`config.mk`:
```
export PLATFORM = sky130hd
export DESIGN_NAME = clint_irq_flat
export DESIGN_NICKNAME = d
export VERILOG_FILES = /design/src/rtl/clint_irq_if.sv /design/src/rtl/clint_irq.sv /design/src/flat_wrapper.sv
export SDC_FILE = /design/constraint.sdc
export NUM_CORES = 1
export LEC_CHECK = 0
export ABC_AREA = 1
export CAP_MARGIN = 40
export CELL_PAD_IN_SITES_DETAIL_PLACEMENT = 0
export CELL_PAD_IN_SITES_GLOBAL_PLACEMENT = 1
export CORE_UTILIZATION = 35
export DETAILED_ROUTE_END_ITERATION = 10
export GPL_TIMING_DRIVEN = 0
export PLACE_DENSITY = 0.84
export SLEW_MARGIN = 25
export SYNTH_ARGS = -nofsm -noshare
export SYNTH_HDL_FRONTEND = slang
export SYNTH_SLANG_ARGS = --single-unit
```
`constraint.sdc`:
```
create_clock -name clk -period 2.8 [get_ports clk]
set_input_delay 0.28 -clock clk [delete_from_list [all_inputs] [get_ports clk]]
set_output_delay 0.28 -clock clk [all_outputs]
set_load 0.02 [all_outputs]
```
`src/rtl/clint_irq_if.sv`:
```
// Purpose : decode-side bundle between the core and clint_irq (trap inputs, CSR write port, redirect).
// Latency : wires only; timing is set by the modules on either end.
// Backpressure: none here; the clint stalls fetch through o_clint_stall.
// Ports   : master = core side (drives i_*, observes o_*); slave = clint side.
interface clint_irq_if #(
  parameter int DATA_WIDTH = 32
);
  logic                  i_insn_valid;
  logic [DATA_WIDTH-1:0] i_pc;
  logic [DATA_WIDTH-1:0] i_insn;
  logic [DATA_WIDTH-1:0] i_csr_mstatus;
  logic [DATA_WIDTH-1:0] i_csr_mie;
  logic [DATA_WIDTH-1:0] i_csr_mepc;
  logic [DATA_WIDTH-1:0] i_csr_mtvec;

  logic                  o_clint_mode;
  logic                  o_clint_csr_wr_en;
  logic [DATA_WIDTH-1:0] o_clint_csr_wr_addr;
  logic [DATA_WIDTH-1:0] o_clint_csr_wr_data;
  logic                  o_clint_stall;
  logic                  o_clint_assert;
  logic [DATA_WIDTH-1:0] o_pc_clint;

  modport master (
    output i_insn_valid, i_pc, i_insn, i_csr_mstatus, i_csr_mie, i_csr_mepc, i_csr_mtvec,
    input  o_clint_mode, o_clint_csr_wr_en, o_clint_csr_wr_addr, o_clint_csr_wr_data,
           o_clint_stall, o_clint_assert, o_pc_clint
  );

  modport slave (
    input  i_insn_valid, i_pc, i_insn, i_csr_mstatus, i_csr_mie, i_csr_mepc, i_csr_mtvec,
    output o_clint_mode, o_clint_csr_wr_en, o_clint_csr_wr_addr, o_clint_csr_wr_data,
           o_clint_stall, o_clint_assert, o_pc_clint
  );
endinterface

```
`src/rtl/clint_irq.sv`:
```
// Purpose : core-local trap controller (ecall/ebreak/mret, msip, mtime timer, synchronised external lines).
// Latency : trap CSR writes 2/3/4 cycles after detection (redirect with the last); mret write+redirect after 2.
// Backpressure: holds o_clint_stall while a sequence is in flight; decode is never consumed in that time.
// Ports   : clk, rst_n; bus (clint_irq_if.slave) decode/CSR/redirect signals;
//           i_ext_irq, i_msip interrupt sources; i_mtimecmp_wr_* timer compare writes; o_mtime current time.
module clint_irq #(
  parameter int DATA_WIDTH  = 32,
  parameter int MTIME_WIDTH = 64,
  parameter int NUM_EXT_IRQ = 4,
  parameter int MTIME_DIV   = 1
) (
  input  logic                   clk,
  input  logic                   rst_n,
  clint_irq_if.slave             bus,
  input  logic [NUM_EXT_IRQ-1:0] i_ext_irq,
  input  logic                   i_msip,
  input  logic                   i_mtimecmp_wr_en,
  input  logic                   i_mtimecmp_wr_hi,
  input  logic [DATA_WIDTH-1:0]  i_mtimecmp_wr_data,
  output logic [MTIME_WIDTH-1:0] o_mtime
);

  localparam logic [31:0] INSN_ECALL  = 32'h0000_0073;
  localparam logic [31:0] INSN_EBREAK = 32'h0010_0073;
  localparam logic [31:0] INSN_MRET   = 32'h3020_0073;

  localparam logic [DATA_WIDTH-1:0] CSR_MSTATUS = DATA_WIDTH'(12'h300);
  localparam logic [DATA_WIDTH-1:0] CSR_MEPC    = DATA_WIDTH'(12'h341);
  localparam logic [DATA_WIDTH-1:0] CSR_MCAUSE  = DATA_WIDTH'(12'h342);

  localparam int                PS_W   = (MTIME_DIV > 1) ? $clog2(MTIME_DIV) : 1;
  localparam logic [PS_W-1:0]   PS_MAX = PS_W'(MTIME_DIV - 1);

  typedef enum logic [2:0] {
    IDLE    = 3'd0,
    MSTATUS = 3'd1,
    MEPC    = 3'd2,
    MCAUSE  = 3'd3,
    MRET    = 3'd4
  } state_t;

  state_t state_q, state_d;

  // ---------------- external line synchronisers ----------------
  logic [NUM_EXT_IRQ-1:0] ext_meta_q, ext_sync_q;

  always_ff @(posedge clk or negedge rst_n) begin
    if (!rst_n) begin
      ext_meta_q <= '0;
      ext_sync_q <= '0;
    end else begin
      ext_meta_q <= i_ext_irq;
      ext_sync_q <= ext_meta_q;
    end
  end

  // ---------------- timer ----------------
  logic [PS_W-1:0]        presc_q;
  logic [MTIME_WIDTH-1:0] mtime_q, mtimecmp_q;
  logic                   tick, mtip;

  assign tick = (presc_q == PS_MAX);
  assign mtip = (mtime_q >= mtimecmp_q);

  always_ff @(posedge clk or negedge rst_n) begin
    if (!rst_n) begin
      presc_q    <= '0;
      mtime_q    <= '0;
      mtimecmp_q <= '1;
    end else begin
      presc_q <= tick ? '0 : presc_q + PS_W'(1);
      if (tick) mtime_q <= mtime_q + MTIME_WIDTH'(1);
      if (i_mtimecmp_wr_en) begin
        if (i_mtimecmp_wr_hi) mtimecmp_q[MTIME_WIDTH-1:DATA_WIDTH] <= i_mtimecmp_wr_data;
        else                  mtimecmp_q[DATA_WIDTH-1:0]           <= i_mtimecmp_wr_data;
      end
    end
  end

  assign o_mtime = mtime_q;

  // ---------------- pending / priority ----------------
  logic       ext_hit;
  logic [4:0] ext_code;

  // Walk downwards so the lowest enabled index is the one left standing.
  always_comb begin
    ext_hit  = 1'b0;
    ext_code = 5'd0;
    for (int k = NUM_EXT_IRQ - 1; k >= 0; k--) begin
      if (ext_sync_q[k] && bus.i_csr_mie[16+k]) begin
        ext_hit  = 1'b1;
        ext_code = 5'(16 + k);
      end
    end
  end

  logic       msi, mti, irq_any;
  logic [4:0] irq_code;
  logic       is_ecall, is_ebreak, is_mret, idle_valid;
  logic       take_irq, take_exc, take_mret;

  assign msi      = i_msip & bus.i_csr_mie[3];
  assign mti      = mtip & bus.i_csr_mie[7];
  assign irq_any  = bus.i_csr_mstatus[3] & (ext_hit | msi | mti);
  assign irq_code = ext_hit ? ext_code : (msi ? 5'd3 : 5'd7);

  assign is_ecall  = (bus.i_insn[31:0] == INSN_ECALL);
  assign is_ebreak = (bus.i_insn[31:0] == INSN_EBREAK);
  assign is_mret   = (bus.i_insn[31:0] == INSN_MRET);

  assign idle_valid = (state_q == IDLE) & bus.i_insn_valid;
  // An enabled interrupt wins over whatever instruction sits in decode.
  assign take_irq   = idle_valid & irq_any;
  assign take_exc   = idle_valid & ~irq_any & (is_ecall | is_ebreak);
  assign take_mret  = idle_valid & ~irq_any & is_mret;

  assign bus.o_clint_stall = (state_q != IDLE) | take_irq | take_exc | take_mret;

  // ---------------- trap context latched at detection ----------------
  logic [DATA_WIDTH-1:0] epc_q;
  logic                  cause_irq_q;
  logic [4:0]            cause_code_q;

  always_ff @(posedge clk or negedge rst_n) begin
    if (!rst_n) begin
      epc_q        <= '0;
      cause_irq_q  <= 1'b0;
      cause_code_q <= 5'd0;
    end else if (take_irq) begin
      epc_q        <= bus.i_pc;
      cause_irq_q  <= 1'b1;
      cause_code_q <= irq_code;
    end else if (take_exc) begin
      epc_q        <= bus.i_pc;
      cause_irq_q  <= 1'b0;
      cause_code_q <= is_ecall ? 5'd11 : 5'd3;
    end
  end

  // ---------------- FSM: state register ----------------
  always_ff @(posedge clk or negedge rst_n) begin
    if (!rst_n) state_q <= IDLE;
    else        state_q <= state_d;
  end

  // ---------------- FSM: next state ----------------
  always_comb begin
    state_d = state_q;
    case (state_q)
      IDLE: begin
        if (take_irq || take_exc) state_d = MSTATUS;
        else if (take_mret)       state_d = MRET;
      end
      MSTATUS: state_d = MEPC;
      MEPC:    state_d = MCAUSE;
      MCAUSE:  state_d = IDLE;
      MRET:    state_d = IDLE;
      default: state_d = IDLE;
    endcase
  end

  // ---------------- FSM: outputs (registered one cycle later) ----------------
  logic                  wr_en_d, asrt_d, mode_d;
  logic [DATA_WIDTH-1:0] addr_d, data_d, pc_d;

  always_comb begin
    wr_en_d = 1'b0;
    asrt_d  = 1'b0;
    addr_d  = '0;
    data_d  = '0;
    pc_d    = '0;
    case (state_q)
      MSTATUS: begin
        wr_en_d      = 1'b1;
        addr_d       = CSR_MSTATUS;
        data_d       = bus.i_csr_mstatus;
        data_d[7]    = bus.i_csr_mstatus[3];
        data_d[3]    = 1'b0;
        data_d[12:11] = 2'b11;
      end
      MEPC: begin
        wr_en_d = 1'b1;
        addr_d  = CSR_MEPC;
        data_d  = epc_q;
      end
      MCAUSE: begin
        wr_en_d = 1'b1;
        addr_d  = CSR_MCAUSE;
        data_d  = {cause_irq_q, {(DATA_WIDTH-6){1'b0}}, cause_code_q};
        asrt_d  = 1'b1;
        pc_d    = {bus.i_csr_mtvec[DATA_WIDTH-1:2], 2'b00};
        // Vectored mode only offsets interrupts; exceptions go to the base.
        if (bus.i_csr_mtvec[1:0] == 2'b01 && cause_irq_q)
          pc_d = pc_d + DATA_WIDTH'({cause_code_q, 2'b00});
      end
      MRET: begin
        wr_en_d   = 1'b1;
        addr_d    = CSR_MSTATUS;
        data_d    = bus.i_csr_mstatus;
        data_d[3] = bus.i_csr_mstatus[7];
        data_d[7] = 1'b1;
        asrt_d    = 1'b1;
        pc_d      = bus.i_csr_mepc;
      end
      default: ;
    endcase
    // Mode covers the cycle after the last sequencing state so the final write still owns the port.
    mode_d = (state_d != IDLE) | (state_q != IDLE);
  end

  logic                  wr_en_q, asrt_q, mode_q;
  logic [DATA_WIDTH-1:0] addr_q, data_q, pc_q;

  always_ff @(posedge clk or negedge rst_n) begin
    if (!rst_n) begin
      wr_en_q <= 1'b0;
      asrt_q  <= 1'b0;
      mode_q  <= 1'b0;
      addr_q  <= '0;
      data_q  <= '0;
      pc_q    <= '0;
    end else begin
      wr_en_q <= wr_en_d;
      asrt_q  <= asrt_d;
      mode_q  <= mode_d;
      addr_q  <= addr_d;
      data_q  <= data_d;
      pc_q    <= pc_d;
    end
  end

  assign bus.o_clint_mode        = mode_q;
  assign bus.o_clint_csr_wr_en   = wr_en_q;
  assign bus.o_clint_csr_wr_addr = addr_q;
  assign bus.o_clint_csr_wr_data = data_q;
  assign bus.o_clint_assert      = asrt_q;
  assign bus.o_pc_clint          = pc_q;

  // Only a handful of mie bits are interrupt enables here; upper insn bits matter only when wider than 32.
  logic unused_bits;
  assign unused_bits = ^{bus.i_csr_mie, bus.i_insn};

endmodule
```
`src/flat_wrapper.sv`:
```
// flat-port wrapper written by rule: the top's interface ports become plain ports
module clint_irq_flat 
#(
  parameter int DATA_WIDTH  = 32,
  parameter int MTIME_WIDTH = 64,
  parameter int NUM_EXT_IRQ = 4,
  parameter int MTIME_DIV   = 1
)
  (clk, rst_n, i_ext_irq, i_msip, i_mtimecmp_wr_en, i_mtimecmp_wr_hi, i_mtimecmp_wr_data, o_mtime, bus_i_insn_valid, bus_i_pc, bus_i_insn, bus_i_csr_mstatus, bus_i_csr_mie, bus_i_csr_mepc, bus_i_csr_mtvec, bus_o_clint_mode, bus_o_clint_csr_wr_en, bus_o_clint_csr_wr_addr, bus_o_clint_csr_wr_data, bus_o_clint_stall, bus_o_clint_assert, bus_o_pc_clint);
  clint_irq_if #(.DATA_WIDTH(DATA_WIDTH)) bus_i ();
  input  logic clk;
  input  logic rst_n;
  input  logic [NUM_EXT_IRQ-1:0] i_ext_irq;
  input  logic i_msip;
  input  logic i_mtimecmp_wr_en;
  input  logic i_mtimecmp_wr_hi;
  input  logic [DATA_WIDTH-1:0] i_mtimecmp_wr_data;
  output logic [MTIME_WIDTH-1:0] o_mtime;
  input wire logic [$bits(bus_i.i_insn_valid)-1:0] bus_i_insn_valid;
  input wire logic [$bits(bus_i.i_pc)-1:0] bus_i_pc;
  input wire logic [$bits(bus_i.i_insn)-1:0] bus_i_insn;
  input wire logic [$bits(bus_i.i_csr_mstatus)-1:0] bus_i_csr_mstatus;
  input wire logic [$bits(bus_i.i_csr_mie)-1:0] bus_i_csr_mie;
  input wire logic [$bits(bus_i.i_csr_mepc)-1:0] bus_i_csr_mepc;
  input wire logic [$bits(bus_i.i_csr_mtvec)-1:0] bus_i_csr_mtvec;
  output wire logic [$bits(bus_i.o_clint_mode)-1:0] bus_o_clint_mode;
  output wire logic [$bits(bus_i.o_clint_csr_wr_en)-1:0] bus_o_clint_csr_wr_en;
  output wire logic [$bits(bus_i.o_clint_csr_wr_addr)-1:0] bus_o_clint_csr_wr_addr;
  output wire logic [$bits(bus_i.o_clint_csr_wr_data)-1:0] bus_o_clint_csr_wr_data;
  output wire logic [$bits(bus_i.o_clint_stall)-1:0] bus_o_clint_stall;
  output wire logic [$bits(bus_i.o_clint_assert)-1:0] bus_o_clint_assert;
  output wire logic [$bits(bus_i.o_pc_clint)-1:0] bus_o_pc_clint;
  assign bus_i.i_insn_valid = bus_i_insn_valid;
  assign bus_i.i_pc = bus_i_pc;
  assign bus_i.i_insn = bus_i_insn;
  assign bus_i.i_csr_mstatus = bus_i_csr_mstatus;
  assign bus_i.i_csr_mie = bus_i_csr_mie;
  assign bus_i.i_csr_mepc = bus_i_csr_mepc;
  assign bus_i.i_csr_mtvec = bus_i_csr_mtvec;
  assign bus_o_clint_mode = bus_i.o_clint_mode;
  assign bus_o_clint_csr_wr_en = bus_i.o_clint_csr_wr_en;
  assign bus_o_clint_csr_wr_addr = bus_i.o_clint_csr_wr_addr;
  assign bus_o_clint_csr_wr_data = bus_i.o_clint_csr_wr_data;
  assign bus_o_clint_stall = bus_i.o_clint_stall;
  assign bus_o_clint_assert = bus_i.o_clint_assert;
  assign bus_o_pc_clint = bus_i.o_pc_clint;
  clint_irq #(.DATA_WIDTH(DATA_WIDTH), .MTIME_WIDTH(MTIME_WIDTH), .NUM_EXT_IRQ(NUM_EXT_IRQ), .MTIME_DIV(MTIME_DIV)) u_core (.clk(clk), .rst_n(rst_n), .bus(bus_i), .i_ext_irq(i_ext_irq), .i_msip(i_msip), .i_mtimecmp_wr_en(i_mtimecmp_wr_en), .i_mtimecmp_wr_hi(i_mtimecmp_wr_hi), .i_mtimecmp_wr_data(i_mtimecmp_wr_data), .o_mtime(o_mtime));
endmodule
```
# ---- Word level (Yosys, flattened, before mapping)
# Cells that the tools add are included.
dict set report totals {
  ff_bits 255
  in_bits 234
  out_inout_bits 164
  word_cells 87
}
dict set report op_classes {
  n_addsub 3
  n_lt_le_gt_ge 1
  eq_ne 8
  mux 27
  bitwise 17
  n_reduce_logical 15
}
# operator count
set op_table {}
lappend op_table {{$pmux W32 S4} 1}
lappend op_table {{$mux W32} 3}
lappend op_table {{$add A64 B1 Y64 const B} 1}
lappend op_table {{$ge A64 B64 Y1} 1}
lappend op_table {{$pmux W32 S2} 1}
lappend op_table {{$mux W5} 7}
lappend op_table {{$add A32 B7 Y32} 1}
lappend op_table {{$eq A32 B21 Y1 const B} 1}
lappend op_table {{$eq A32 B30 Y1 const B} 1}
lappend op_table {{$eq A32 B7 Y1 const B} 1}
lappend op_table {{$pmux W10 S3} 1}
lappend op_table {{$mux W1} 9}
lappend op_table {{$mux W3} 3}
lappend op_table {{$pmux W3 S3} 1}
lappend op_table {{$and A1 B1 Y1} 8}
lappend op_table {{$or A1 B1 Y1} 7}
lappend op_table {{$eq A3 B2 Y1 const B} 2}
lappend op_table {{$reduce_bool A3 Y1} 2}
lappend op_table {{$logic_and A1 B1 Y1} 5}
lappend op_table {{$mux W4} 1}
lappend op_table {{$reduce_and A2 Y1} 2}
lappend op_table {{$reduce_or A2 Y1} 2}
lappend op_table {{$reduce_or A4 Y1} 1}
lappend op_table {{$eq A3 B1 Y1 const B} 1}
lappend op_table {{other kinds (7)} 8}

# ---- Logic depth before layout (Yosys ltp)
dict set report depth {
  word_depth 16
  mapped_depth 23
  mapped_depth_nobuf 21
}

# ---- Worst setup path before layout
# Ideal clock, no wire load.
dict set report synth_path {
  path_type {register to output}
  from {register u_core.mtimecmp_q[55]}
  to {output bus_o_clint_stall}
  arrival_ps 2229
  t_required_ps 2520
  setup_slack_ps 291
  stages_incl_launch_ff 18
  n_path_buf 1
  cell_sequence {dfstp_2 inv_1 ha_1 nand2_1 nor2_1 nor3b_2 nand2_1 inv_1 nand2_1 nand2_1 nor2_1 nand2_1 nand2_1 nand2_4 nand3_1 buf_2 nand2_1 nand3b_1}
}
dict set report synth_via {
  elab_chain_cells 9
  elab_cells_between_ends 12
  cone_classes {1 x order compare; 11 x bitwise}
}
# item line
set synth_rtl {}
lappend synth_rtl {{from (decl)} clint_irq.sv:59} ;# logic [MTIME_WIDTH-1:0] mtime_q, mtimecmp_q;
lappend synth_rtl {{from (signal, indexed assignment)} clint_irq.sv:74} ;# if (i_mtimecmp_wr_hi) mtimecmp_q[MTIME_WIDTH-1:DATA_WIDTH] <= i_mtimecmp_wr_data;
lappend synth_rtl {{from (signal, indexed assignment)} clint_irq.sv:75} ;# else mtimecmp_q[DATA_WIDTH-1:0] <= i_mtimecmp_wr_data;
lappend synth_rtl {{$ge A64 B64 Y1 (*)} clint_irq.sv:63} ;# assign mtip = (mtime_q >= mtimecmp_q);
lappend synth_rtl {{$and A1 B1 Y1 (*)} clint_irq.sv:104} ;# assign mti = mtip & bus.i_csr_mie[7];
lappend synth_rtl {{$or A1 B1 Y1 (*)} clint_irq.sv:105} ;# assign irq_any = bus.i_csr_mstatus[3] & (ext_hit | msi | mti);
lappend synth_rtl {{$and A1 B1 Y1 (*)} clint_irq.sv:105}
lappend synth_rtl {{$not A1 Y1} {clint_irq.sv:115, clint_irq.sv:116}}
lappend synth_rtl {{$and A1 B1 Y1} {clint_irq.sv:115, clint_irq.sv:116}}
lappend synth_rtl {{$and A1 B1 Y1} clint_irq.sv:115} ;# assign take_exc = idle_valid & ~irq_any & (is_ecall | is_ebreak);
lappend synth_rtl {{$or A1 B1 Y1} clint_irq.sv:118} ;# assign bus.o_clint_stall = (state_q != IDLE) | take_irq | take_exc | take_mret;
lappend synth_rtl {{$or A1 B1 Y1 (*)} clint_irq.sv:118}
lappend synth_rtl {{to (decl)} flat_wrapper.sv:30} ;# output wire logic [$bits(bus_i.o_clint_stall)-1:0] bus_o_clint_stall;
# Mark *: on every way between the ends. The rest lies on a longest branch, timed or not.

# ---- Final worst setup path
dict set report layout_path {
  from {register u_core.mtimecmp_q[31]}
  to {output bus_o_clint_stall}
}
# The elaborated chain is that of the path after synthesis.

==> results.toml <==
[placement]
dp_hpwl_um = 33200
dpl_cell_area_um2 = 17500
place_ws_ns = -0.940
numPortBuffers = 344
place.gp.congestion = 0.882

[yosys]
synth_top_flop_cell = "dfrtp_1"
synth_seq_cells = 248
avgSynthCellArea_um2 = 8.64
synth-async-reset-ratio_pct = 100
synth_common_cells = "nand2_1, inv_1, dfrtp_1"
synth_top_cell_by_area = "dfrtp_1"
seq_area_frac_synth_pct = 47.4
synth_area_leaders = "dfrtp_1, dfstp_2, nand2_1"
yosysWarnings = 0
syn_inst = 1533
yosysUniqueCellTypes = 56
synth-edff-count = 0
synth_top_area_share_pct = 34.7
syn_area_um2 = 13300
synth_most_common_cell = "nand2_1"

[global_routing]
antenna_found_initial = 2
grt_pass1_wl_um = 65100
grt_pass1_vias = 12000
grt-ovfl-total = 0
grt_max_degree = 90
grt_use_total_pct = 21.8

[route]
ant_nets = 0
vias_per_cell = 4.78
via_count = 11900
drt_iter0_drc = 550
wirelength_um = 42800
firstDrtPassIters = 5
drc = 0
wl_per_cell_um = 17.2

[job]
drv_cap = 0

[setup_path]
crit_arrival_ns = 3.11
critPathSlowestCell = "dfstp_2"
worst_path_most_repeated_cell = "nand2_2"
cp.buffers_inverters = 3
crit_chain = "inv_2, ha_4, a21oi_1, o21ai_1, a21oi_2, nand2_1, nor2_1, nand2_2, nand2_1, nand2_2, nand2_2, nand2_4, nand3_4, buf_6, nand2_2, nand3b_1, buf_6"
crit_family = "simple AND/OR/NAND/NOR gates"
cp.required_ns = 2.52
critical_path.endpoint_type = "output port"
cp-start-kind = "flop"
max_stage_delay_ns = 0.54
critPathMaxFanout = 4
timing_worst_setup_path_type = "flop to output port"

[timing]
rsz0062_at_grt = "yes"
max_freq_ghz = 0.295
finalSetupViolCount = 1
tightest_slew_ns = 0.817
relSlewSlack_pct = 45.0
maxSlewViolCount = 0
layout_setup_ws_ns = -0.592
min_period_over_period_pct = 121
final.setup_skew_ns = 0.0130
hold_viol_final = 0
hold-worst-slack_ns = 0.154
post-route-min-period_ns = 3.39

[clock_tree]
numCtsBuffers = 29
cts-htree-levels = 1
clk_path_buf_depth = 3
cts.sinks = 248
cts_tree = "built"
clk_latency_ns = 0.56
clkTransAtPathRegs_ns = 0.06
ctsRootBufferMaster = "clkbuf_16"

[die]
rows = 70
coreArea_um2 = 37000
die_h_um = 197
start_util_pct = 35.9
die-area_um2 = 38600
io_pins = 398
die-width_um = 197

[finish]
syn2layout_area_growth_pct = 44.1
fin_nets = 2262
fin_util_pct = 51.7
drive_above_1_share_pct = 15.1
final_area_um2 = 19100

[outcome]
violations = "negative setup slack"
status = "finished with violations"

[hold_path]
hold_class = "input port to flop"

[power]
total_power_mw = 12.4
leakage_nw = 8.85
ir_worst_vdd_uv = 474
power.density_nw_per_um2 = 649
-- cells in the final DEF, fill, tap and decap left out, types with 53 or more instances in the layout --
master and n:
nand2_1 360, xor2_1 53, nor2_1 86, o21ai_0 97
nand3_1 73, ha_1 58, dfstp_2 64, dfrtp_1 184
inv_1 186, clkdlybuf4s50_1 342
-- stage by stage --
stage	TNS [ns]	instances
floorplan	0	1559
global placement	-2059.90	2407
detailed placement	-8.66	2409
CTS	-0.657	2476
global route	-4.07	2485
finish	-0.592	2485
-- cells by family (layout without fill, tap and decap cells) --
logic type / after synthesis / after routing / share of synthesized area [%]
simple gates: 694 / 694 / 24.4
other cells: 1 / 28 / 0.0283
flops: 248 / 248 / 47.4
buf+inv: 264 / 685 / 8.60
xor+xnor: 66 / 66 / 4.36
mux: 1 / 1 / 0.0755
compound gates: 188 / 188 / 8.32
fa+ha+maj: 71 / 71 / 6.76
-- power breakdown --
group / switching [mW] / internal [mW] / total (mW)
Sequential: 0.369 / 4.41 / 4.78
Clock: 1.61 / 2.36 / 3.98
Combinational: 1.98 / 1.66 / 3.64
-- cell type report --
type                       instances  area, um^2
antenna                            1        2.50
clock buffer                      37         827
sequential                       248        6290
inverter                         201         754
multi-input combinational       1047        6250
fill                            3469       17900
buffer                            63         437
clock inverter                    17         176
tap                              504         631
timing repair buffer             367        3730
-- metal layers --
| layer | vias up | track usage (%) | wire, um |
|---|---|---|---|
| li1 | 5782 | - | - |
| met1 | 5648 | 24.2 | 16200 |
| met2 | 367 | 40.1 | 22100 |
| met3 | 86 | 5.42 | 3160 |
| met4 | 0 | 7.81 | 1330 |
| met5 | - | 0 | 0 |
-- state kept, by name, summed over array words and instances (netlist names) --
register and cells:
u_core.mtimecmp_q 64, u_core.o_mtime 64, u_core.bus.o_clint_csr_wr_data 32, u_core.bus.o_pc_clint 32
u_core.epc_q 32, u_core.cause_code_q 5, u_core.bus.o_clint_csr_wr_addr 4, u_core.ext_meta_q 4
u_core.ext_sync_q 4, u_core.state_q 3, u_core.bus.o_clint_assert 1, u_core.bus.o_clint_csr_wr_en 1
u_core.bus.o_clint_mode 1, u_core.cause_irq_q 1
-- final timing paths --
check / from / to / slack (ns) / cells after the start
setup / recovery: u_core.mtimecmp_q[31] / bus_o_clint_stall / -0.59 / 17
hold / removal: i_ext_irq[1] / u_core.ext_meta_q[1] / 0.15 / 1
setup reg to reg: u_core.mtimecmp_q[31] / u_core.epc_q[5] / 0.06 / 19
hold reg to reg: u_core.ext_meta_q[1] / u_core.ext_sync_q[1] / 0.35 / 0
max in group asynchronous: rst_n / u_core.epc_q[15] / 1.54 / 3
min in group asynchronous: rst_n / u_core.o_mtime[14] / 0.32 / 2
-- timing repair --
item | CTS | global route
hold endpoints to repair | 53 | 0
hold buffers | 1 | 0
buffers inserted | 10 | 7
endpoints found under the setup margin | 43 | 49
gates cloned | 2 | 2
gates resized for setup | 45 | 72
pin swaps | 14 | 40
(Power assumes the default switching activity.)
